==> src/rtl/data_arb_pkg.sv <==
// Shared types and constants for the data_mem arbiter: FSM states, port IDs,
// data_mem size/sign codes and the latched request record.
package data_arb_pkg;

  typedef enum logic [1:0] {
    IDLE  = 2'd0,
    ISSUE = 2'd1,
    WAIT  = 2'd2,
    RESP  = 2'd3
  } arb_state_t;

  localparam logic PORT_CPU = 1'b0;
  localparam logic PORT_DBG = 1'b1;

  localparam logic [3:0] SM_WORD   = 4'b0100;
  localparam logic [3:0] SM_HALF   = 4'b0010;
  localparam logic [3:0] SM_BYTE   = 4'b0000;
  localparam logic [3:0] SM_SIGNED = 4'b1000;

  typedef struct packed {
    logic        write;
    logic [31:0] addr;
    logic [31:0] wdata;
    logic [3:0]  sign_mask;
  } arb_req_t;

endpackage

==> src/rtl/data_arb_pick.sv <==
// Winner selection between the two requesters. Define DATA_ARB_RR_EN for
// round-robin with a last-granted pointer; otherwise port 0 has fixed priority.
module data_arb_pick
  import data_arb_pkg::*;
(
`ifdef DATA_ARB_RR_EN
  input  logic clk,
  input  logic rst_n,
  input  logic grant,
`endif
  input  logic valid0,
  input  logic valid1,
  output logic any,
  output logic winner
);

`ifdef DATA_ARB_RR_EN
  logic last;

  // Reset value names port 1 as last granted so port 0 wins the first tie.
  always_ff @(posedge clk or negedge rst_n) begin
    if (!rst_n) begin
      last <= PORT_DBG;
    end else if (grant) begin
      last <= winner;
    end
  end

  always_comb begin
    any    = valid0 | valid1;
    winner = PORT_CPU;
    if (valid0 && valid1) begin
      winner = ~last;
    end else if (valid1) begin
      winner = PORT_DBG;
    end
  end
`else
  always_comb begin
    any    = valid0 | valid1;
    winner = PORT_CPU;
    if (!valid0 && valid1) begin
      winner = PORT_DBG;
    end
  end
`endif

endmodule

==> src/rtl/data_mem_arbiter.sv <==
// Two-port arbiter in front of the single-ported data_mem: latches the winner,
// strobes data_mem for one cycle, waits out the stall and returns a one-cycle ack.
// Optional round-robin arbitration via DATA_ARB_RR_EN (see data_arb_pick).
module data_mem_arbiter
  import data_arb_pkg::*;
#(
  parameter int TIMEOUT = 15
) (
  input  logic        clk,
  input  logic        rst_n,

  input  logic        req0_valid,
  input  logic        req0_write,
  input  logic [31:0] req0_addr,
  input  logic [31:0] req0_wdata,
  input  logic [3:0]  req0_sign_mask,
  output logic        req0_ack,
  output logic [31:0] req0_rdata,
  output logic        req0_err,

  input  logic        req1_valid,
  input  logic        req1_write,
  input  logic [31:0] req1_addr,
  input  logic [31:0] req1_wdata,
  input  logic [3:0]  req1_sign_mask,
  output logic        req1_ack,
  output logic [31:0] req1_rdata,
  output logic        req1_err,

  output logic [31:0] mem_addr,
  output logic [31:0] mem_write_data,
  output logic [3:0]  mem_sign_mask,
  output logic        mem_memread,
  output logic        mem_memwrite,
  input  logic [31:0] mem_read_data,
  input  logic        mem_clk_stall
);

  localparam int CNT_W = (TIMEOUT < 1) ? 1 : $clog2(TIMEOUT + 1);
  localparam logic [CNT_W-1:0] CNT_MAX = CNT_W'(TIMEOUT);

  arb_state_t       state;
  arb_state_t       next_state;
  arb_req_t         req0;
  arb_req_t         req1;
  arb_req_t         lat;
  logic             owner;
  logic             seen_stall;
  logic [CNT_W-1:0] wd_cnt;
  logic             any_valid;
  logic             winner;
  logic             grant;
  logic             done;
  logic             expire;

  assign req0 = {req0_write, req0_addr, req0_wdata, req0_sign_mask};
  assign req1 = {req1_write, req1_addr, req1_wdata, req1_sign_mask};

  data_arb_pick u_pick (
`ifdef DATA_ARB_RR_EN
    .clk    (clk),
    .rst_n  (rst_n),
    .grant  (grant),
`endif
    .valid0 (req0_valid),
    .valid1 (req1_valid),
    .any    (any_valid),
    .winner (winner)
  );

  // data_mem samples these combinationally, so they come straight from the latch.
  assign mem_addr       = lat.addr;
  assign mem_write_data = lat.wdata;
  assign mem_sign_mask  = lat.sign_mask;

  always_ff @(posedge clk or negedge rst_n) begin
    if (!rst_n) begin
      state <= IDLE;
    end else begin
      state <= next_state;
    end
  end

  always_comb begin
    next_state   = state;
    mem_memread  = 1'b0;
    mem_memwrite = 1'b0;
    grant        = 1'b0;
    done         = 1'b0;
    expire       = 1'b0;
    case (state)
      IDLE: begin
        if (any_valid) begin
          grant      = 1'b1;
          next_state = ISSUE;
        end
      end
      ISSUE: begin
        mem_memread  = ~lat.write;
        mem_memwrite = lat.write;
        next_state   = WAIT;
      end
      WAIT: begin
        // Completion wins over a timeout reached in the same cycle.
        if (seen_stall && !mem_clk_stall) begin
          done       = 1'b1;
          next_state = RESP;
        end else if (wd_cnt == CNT_MAX) begin
          expire     = 1'b1;
          next_state = RESP;
        end
      end
      RESP: begin
        next_state = IDLE;
      end
      default: begin
        next_state = IDLE;
      end
    endcase
  end

  // Grant latch and watchdog
  always_ff @(posedge clk or negedge rst_n) begin
    if (!rst_n) begin
      lat        <= '0;
      owner      <= PORT_CPU;
      seen_stall <= 1'b0;
      wd_cnt     <= '0;
    end else begin
      if (grant) begin
        owner <= winner;
        lat   <= (winner == PORT_DBG) ? req1 : req0;
      end
      if (state == ISSUE) begin
        seen_stall <= 1'b0;
        wd_cnt     <= '0;
      end else if (state == WAIT) begin
        if (mem_clk_stall) begin
          seen_stall <= 1'b1;
        end
        if (wd_cnt != CNT_MAX) begin
          wd_cnt <= wd_cnt + CNT_W'(1);
        end
      end
    end
  end

  // Response registers: ack is high only in RESP, rdata/err belong to the owner
  always_ff @(posedge clk or negedge rst_n) begin
    if (!rst_n) begin
      req0_ack   <= 1'b0;
      req0_err   <= 1'b0;
      req0_rdata <= '0;
      req1_ack   <= 1'b0;
      req1_err   <= 1'b0;
      req1_rdata <= '0;
    end else begin
      req0_ack <= 1'b0;
      req1_ack <= 1'b0;
      if (done || expire) begin
        if (owner == PORT_CPU) begin
          req0_ack <= 1'b1;
          req0_err <= expire;
          if (expire) begin
            req0_rdata <= '0;
          end else if (!lat.write) begin
            req0_rdata <= mem_read_data;
          end
        end else begin
          req1_ack <= 1'b1;
          req1_err <= expire;
          if (expire) begin
            req1_rdata <= '0;
          end else if (!lat.write) begin
            req1_rdata <= mem_read_data;
          end
        end
      end
    end
  end

endmodule

==> config.mk <==
export PLATFORM = sky130hd
export DESIGN_NAME = data_mem_arbiter
export DESIGN_NICKNAME = d
export VERILOG_FILES = /design/src/rtl/data_arb_pkg.sv /design/src/rtl/data_arb_pick.sv /design/src/rtl/data_mem_arbiter.sv
export SDC_FILE = /design/constraint.sdc
export NUM_CORES = 1
export LEC_CHECK = 0
export BUFFER_PORTS_ARGS = -buffer_cell sky130_fd_sc_hd__buf_2
export CELL_PAD_IN_SITES_DETAIL_PLACEMENT = 0
export CELL_PAD_IN_SITES_GLOBAL_PLACEMENT = 2
export CORE_MARGIN = 4
export CORE_UTILIZATION = 28
export CTS_CLUSTER_SIZE = 40
export DETAILED_ROUTE_END_ITERATION = 16
export HOLD_SLACK_MARGIN = 0.02
export PLACE_DENSITY = 0.77
export SETUP_SLACK_MARGIN = 0.4
export SLEW_MARGIN = 20
export SYNTH_ARGS = -nofsm -noshare
export SYNTH_HDL_FRONTEND = slang
export SYNTH_SLANG_ARGS = --single-unit
==> constraint.sdc <==
create_clock -name clk -period 2 [get_ports clk]
set_input_delay 0.2 -clock clk [delete_from_list [all_inputs] [get_ports clk]]
set_output_delay 0.2 -clock clk [all_outputs]
set_load 0.05 [all_outputs]
==> summary.txt <==
STA
  • Setup TNS: 0 ns
  • Final hold violation count: 0
  • # setup viols final: 0
  • FMAX: 640 MHz
  • Pins Over Slew Limit: 0
  • RSZ-0062 raised after global routing: yes
  • Final period utilization: 0.782
  • Worst slew pin tran: 0.665 ns
  • Fin crit period: 1.56 ns
  • Rel. slew slack: 0.556
  • Post-route setup slack: 0.437 ns
  • Clock Skew: 0.0121 ns

Pwr
  • Logic pwr share: 0.540
  • Clock power share: 0.192
  • LEAKAGE: approximately 4.8 nW
  • IR drop worst, VDD: 0.786 mV
  • Power Dens Cells: 1750 nW/um^2
  • Sequential power share: 0.268
  • Design Power: 17.7 mW
  • Sw Ratio: 0.498
  • Int Power: 8.90 mW
  • Switching pwr: 8.81 mW

Cells and area
  • Final core occ: 0.384
  • Fill count: roughly 2700
  • Final Net Count: 1224
  • Non-Filler Instances: 1392
  • Layout overhead on the synthesized area: 34.1%
  • Diode count: 0
  • Highest-count cells in the layout ignoring fill and taps: 309 x buf_2, 142 x dfrtp_1, 136 x nand2_1
  • Commonest non-fill, non-tap cell in the layout: buf_2
  • Share of layout cells above drive strength 1: 0.401

CTS
  • # clock sinks: 145
  • Clk root buf: clkbuf_16
  • Maximum buffer depth of the clock tree: 2
  • Clock latency at the later pin of the worst-skew pair: 0.42 ns
  • CTS tree: built
  • Clock buffer count from CTS: 17
  • CTS H-tree lvls: 4
  • Clock transition at the registers of the reported paths: ~0.07 ns

Synthesis
  • Post-Syn Area: 7530 um^2
  • Leading area contributor after synthesis: dfrtp_1
  • Synth top area share: 0.482
  • Netlist cell types: 33
  • Syn Nets: slightly below 1000
  • Synth Warn #: 0
  • Largest cells by area after synthesis: dfrtp_1 48%, mux2i_1 9.3%, nand2_1 6.8%
  • Syn Area/Cell: 9.47 um^2
  • Sequential fraction of the synthesis area: 0.482
  • Post-Syn Instances: 795
  • EDFF count, synth: 0
  • Ys async rst share: 1.00
  • Predominant post-synthesis flop cell: dfrtp_1
  • Synthesized flop and latch total: 145

Worst setup path
  • Largest delay share family, worst path: flip-flops
  • R2R Setup Slk: between 0.4 and 0.5 ns
  • Crit path max-delay cell type: dfrtp_2
  • Crit path buf inv count: 2
  • Startpoint type of the worst setup path: flop
  • CP required: 1.80 ns
  • Cells on worst reg2reg path: 6
  • Critical-path cell list: inv_4 > ha_4 > nor2b_4 > buf_8
  • Max stage delay on crit path: approximately 0.43 ns
  • Reg2reg start: state[1]$_DFFE_PN0P_
  • Setup Crit Path Kind: reg -> out
  • CP max FO: 3
  • CP Data Arrival Time: 1.36 ns
  • Critical path endpoint category: output pin
  • Critical R2R Capture: state[1]$_DFFE_PN0P_

Floorplanning
  • Initial Util: 0.287
  • # rows: between 50 and 60
  • Ports: approximately 310
  • Core area: 26300 um^2
  • Height of the die: around 170 um
  • Die Wd: around 170 um
  • Die ar.: 29600 um^2

Hold path
  • Hold Path Origin: mem_read_data[30]
  • Hold Path Class: in -> reg
  • Hold-critical path depth: 3
  • WHS Endpoint: req0_rdata[30]$_DFFE_PN0P_

Route
  • Initial drt markers: 343
  • DR top layer: met5
  • Vias per cell: approximately 4.8
  • Routed met3 length: 1.61 mm
  • Vias: 6647
  • Post-Route WL: ~26 mm
  • Antenna viol nets, final: 0
  • Pre-Repair DR Iteration Count: 5
  • Routed WL per cell: 18.4 um
  • Met1 Wirelength: ~11 mm
  • # DRC: 0
  • WL met2: 12.4 mm

Run
  • Max Cap Violations: 0

Global route
  • First-pass GRT wire length: 36.9 mm
  • Gr usage total: 0.160
  • Pin count of the biggest net entering global routing: 52
  • Number of global-route vias before repair: 6362
  • Initial antenna violation count: 1
  • Grt total ovfl: 0

Placement
  • Dpl ws: 0.351 ns
  • DP Cell Count: roughly 1300
  • Number of I/O port buffers: between 300 and 400
  • GP Congestion: about 0.79
  • Detailed Place HPWL: approximately 18 mm

Run status
  • Result of the run: finished clean
-- kinds of logic after synthesis --
kind of cell,after synthesis,share of synthesized area
DFF,145,0.482
buffers and inverters,139,0.113
adders and majority gates,5,0.00831
AOI/OAI and AO/OA,183,0.154
and+or+nand+nor,251,0.147
muxes,72,0.0960
-- timing repair --
item	CTS	global route
buffers inserted	3	11
setup endpoints to repair	92	107
gates cloned	1	4
endpoints found under the hold margin	46	0
gates resized for setup	14	22
pin swaps	0	1
hold buffers	2	0
-- worst max-delay path by stage --
stage                                       endpoint                   from  depth (start not counted)
after floorplan           req0_rdata[10]$_DFFE_PN0P_   state[0]$_DFFE_PN0P_                          8
after global placement    req1_rdata[13]$_DFFE_PN0P_   state[0]$_DFFE_PN0P_                          7
after detailed placement   req1_rdata[5]$_DFFE_PN0P_   state[0]$_DFFE_PN0P_                          7
after CTS                 req1_rdata[16]$_DFFE_PN0P_  wd_cnt[0]$_DFFE_PN0P_                          5
after global routing       req1_rdata[4]$_DFFE_PN0P_   state[1]$_DFFE_PN0P_                          7
final                                    mem_memread   state[1]$_DFFE_PN0P_                          4
-- tightest hold or removal path, stage by stage --
cell	delay (ns)
buf_2	0.09
nand3_1	0.06
nand3_1	0.08
-- cell usage after synthesis (2+ instances only) --
master / n
mux2i_1: 70
buf_2: 23
nand2b_1: 2
a21oi_1: 9
inv_1: 4
clkbuf_1: 34
buf_1: 2
ha_1: 5
nor2_1: 5
o211ai_2: 4
mux2_2: 2
nand3_1: 95
buf_6: 6
clkbuf_2: 2
o21ai_0: 102
nand2_1: 137
dfrtp_1: 145
o22ai_1: 2
nor2b_1: 6
a2bb2oi_1: 32
nor3b_1: 2
o211ai_1: 28
buf_4: 68
-- registers in the layout (all words and copies together), names as in the netlist, 2 cells and up --
signal	count
mem_sign_mask	4
mem_write_data	32
mem_addr	32
wd_cnt	4
state	2
req0_rdata	32
req1_rdata	32
-- through the flow --
step / instance area (um^2) / hold WS (ns)
global route: 10100 / 0.0387
CTS: 9850 / 0.0212
floorplan: 7530 / -0.0956
detailed placement: 9130 / 0.227
finish: 10100 / 0.0376
global placement: 9130 / 0.221
-- metal layers --
layer / up-vias / GRT usage
met2: 238 / 0.265
met3: 21 / 0.0313
li1: 3219 / -
met4: 2 / 0.0407
met5: - / 0
met1: 3167 / 0.214
-- layout make-up --
type	count	area [um^2]	share of cell area
clock buffer	19	443	0.0439
clock inverter	13	176	0.0175
tap	335	419	0.0415
timing repair buffer	364	2200	0.218
multi-input combinational	512	3210	0.317
sequential	145	3630	0.360
inverter	4	17.5	0.00173
-- power by group through the flow --
stage          Sequential, mW  Clock (mW)  Combinational (mW)
6_report                 4.75        3.40                9.56
5_1_grt                  4.90        3.61                10.2
4_1_cts                  4.72        3.48                9.19
3_5_place_dp             4.76           0                9.01
3_3_place_gp             4.73           0                8.94
2_1_floorplan            5.68           0                6.46
Note: power is estimated with default switching activity, not from simulation.
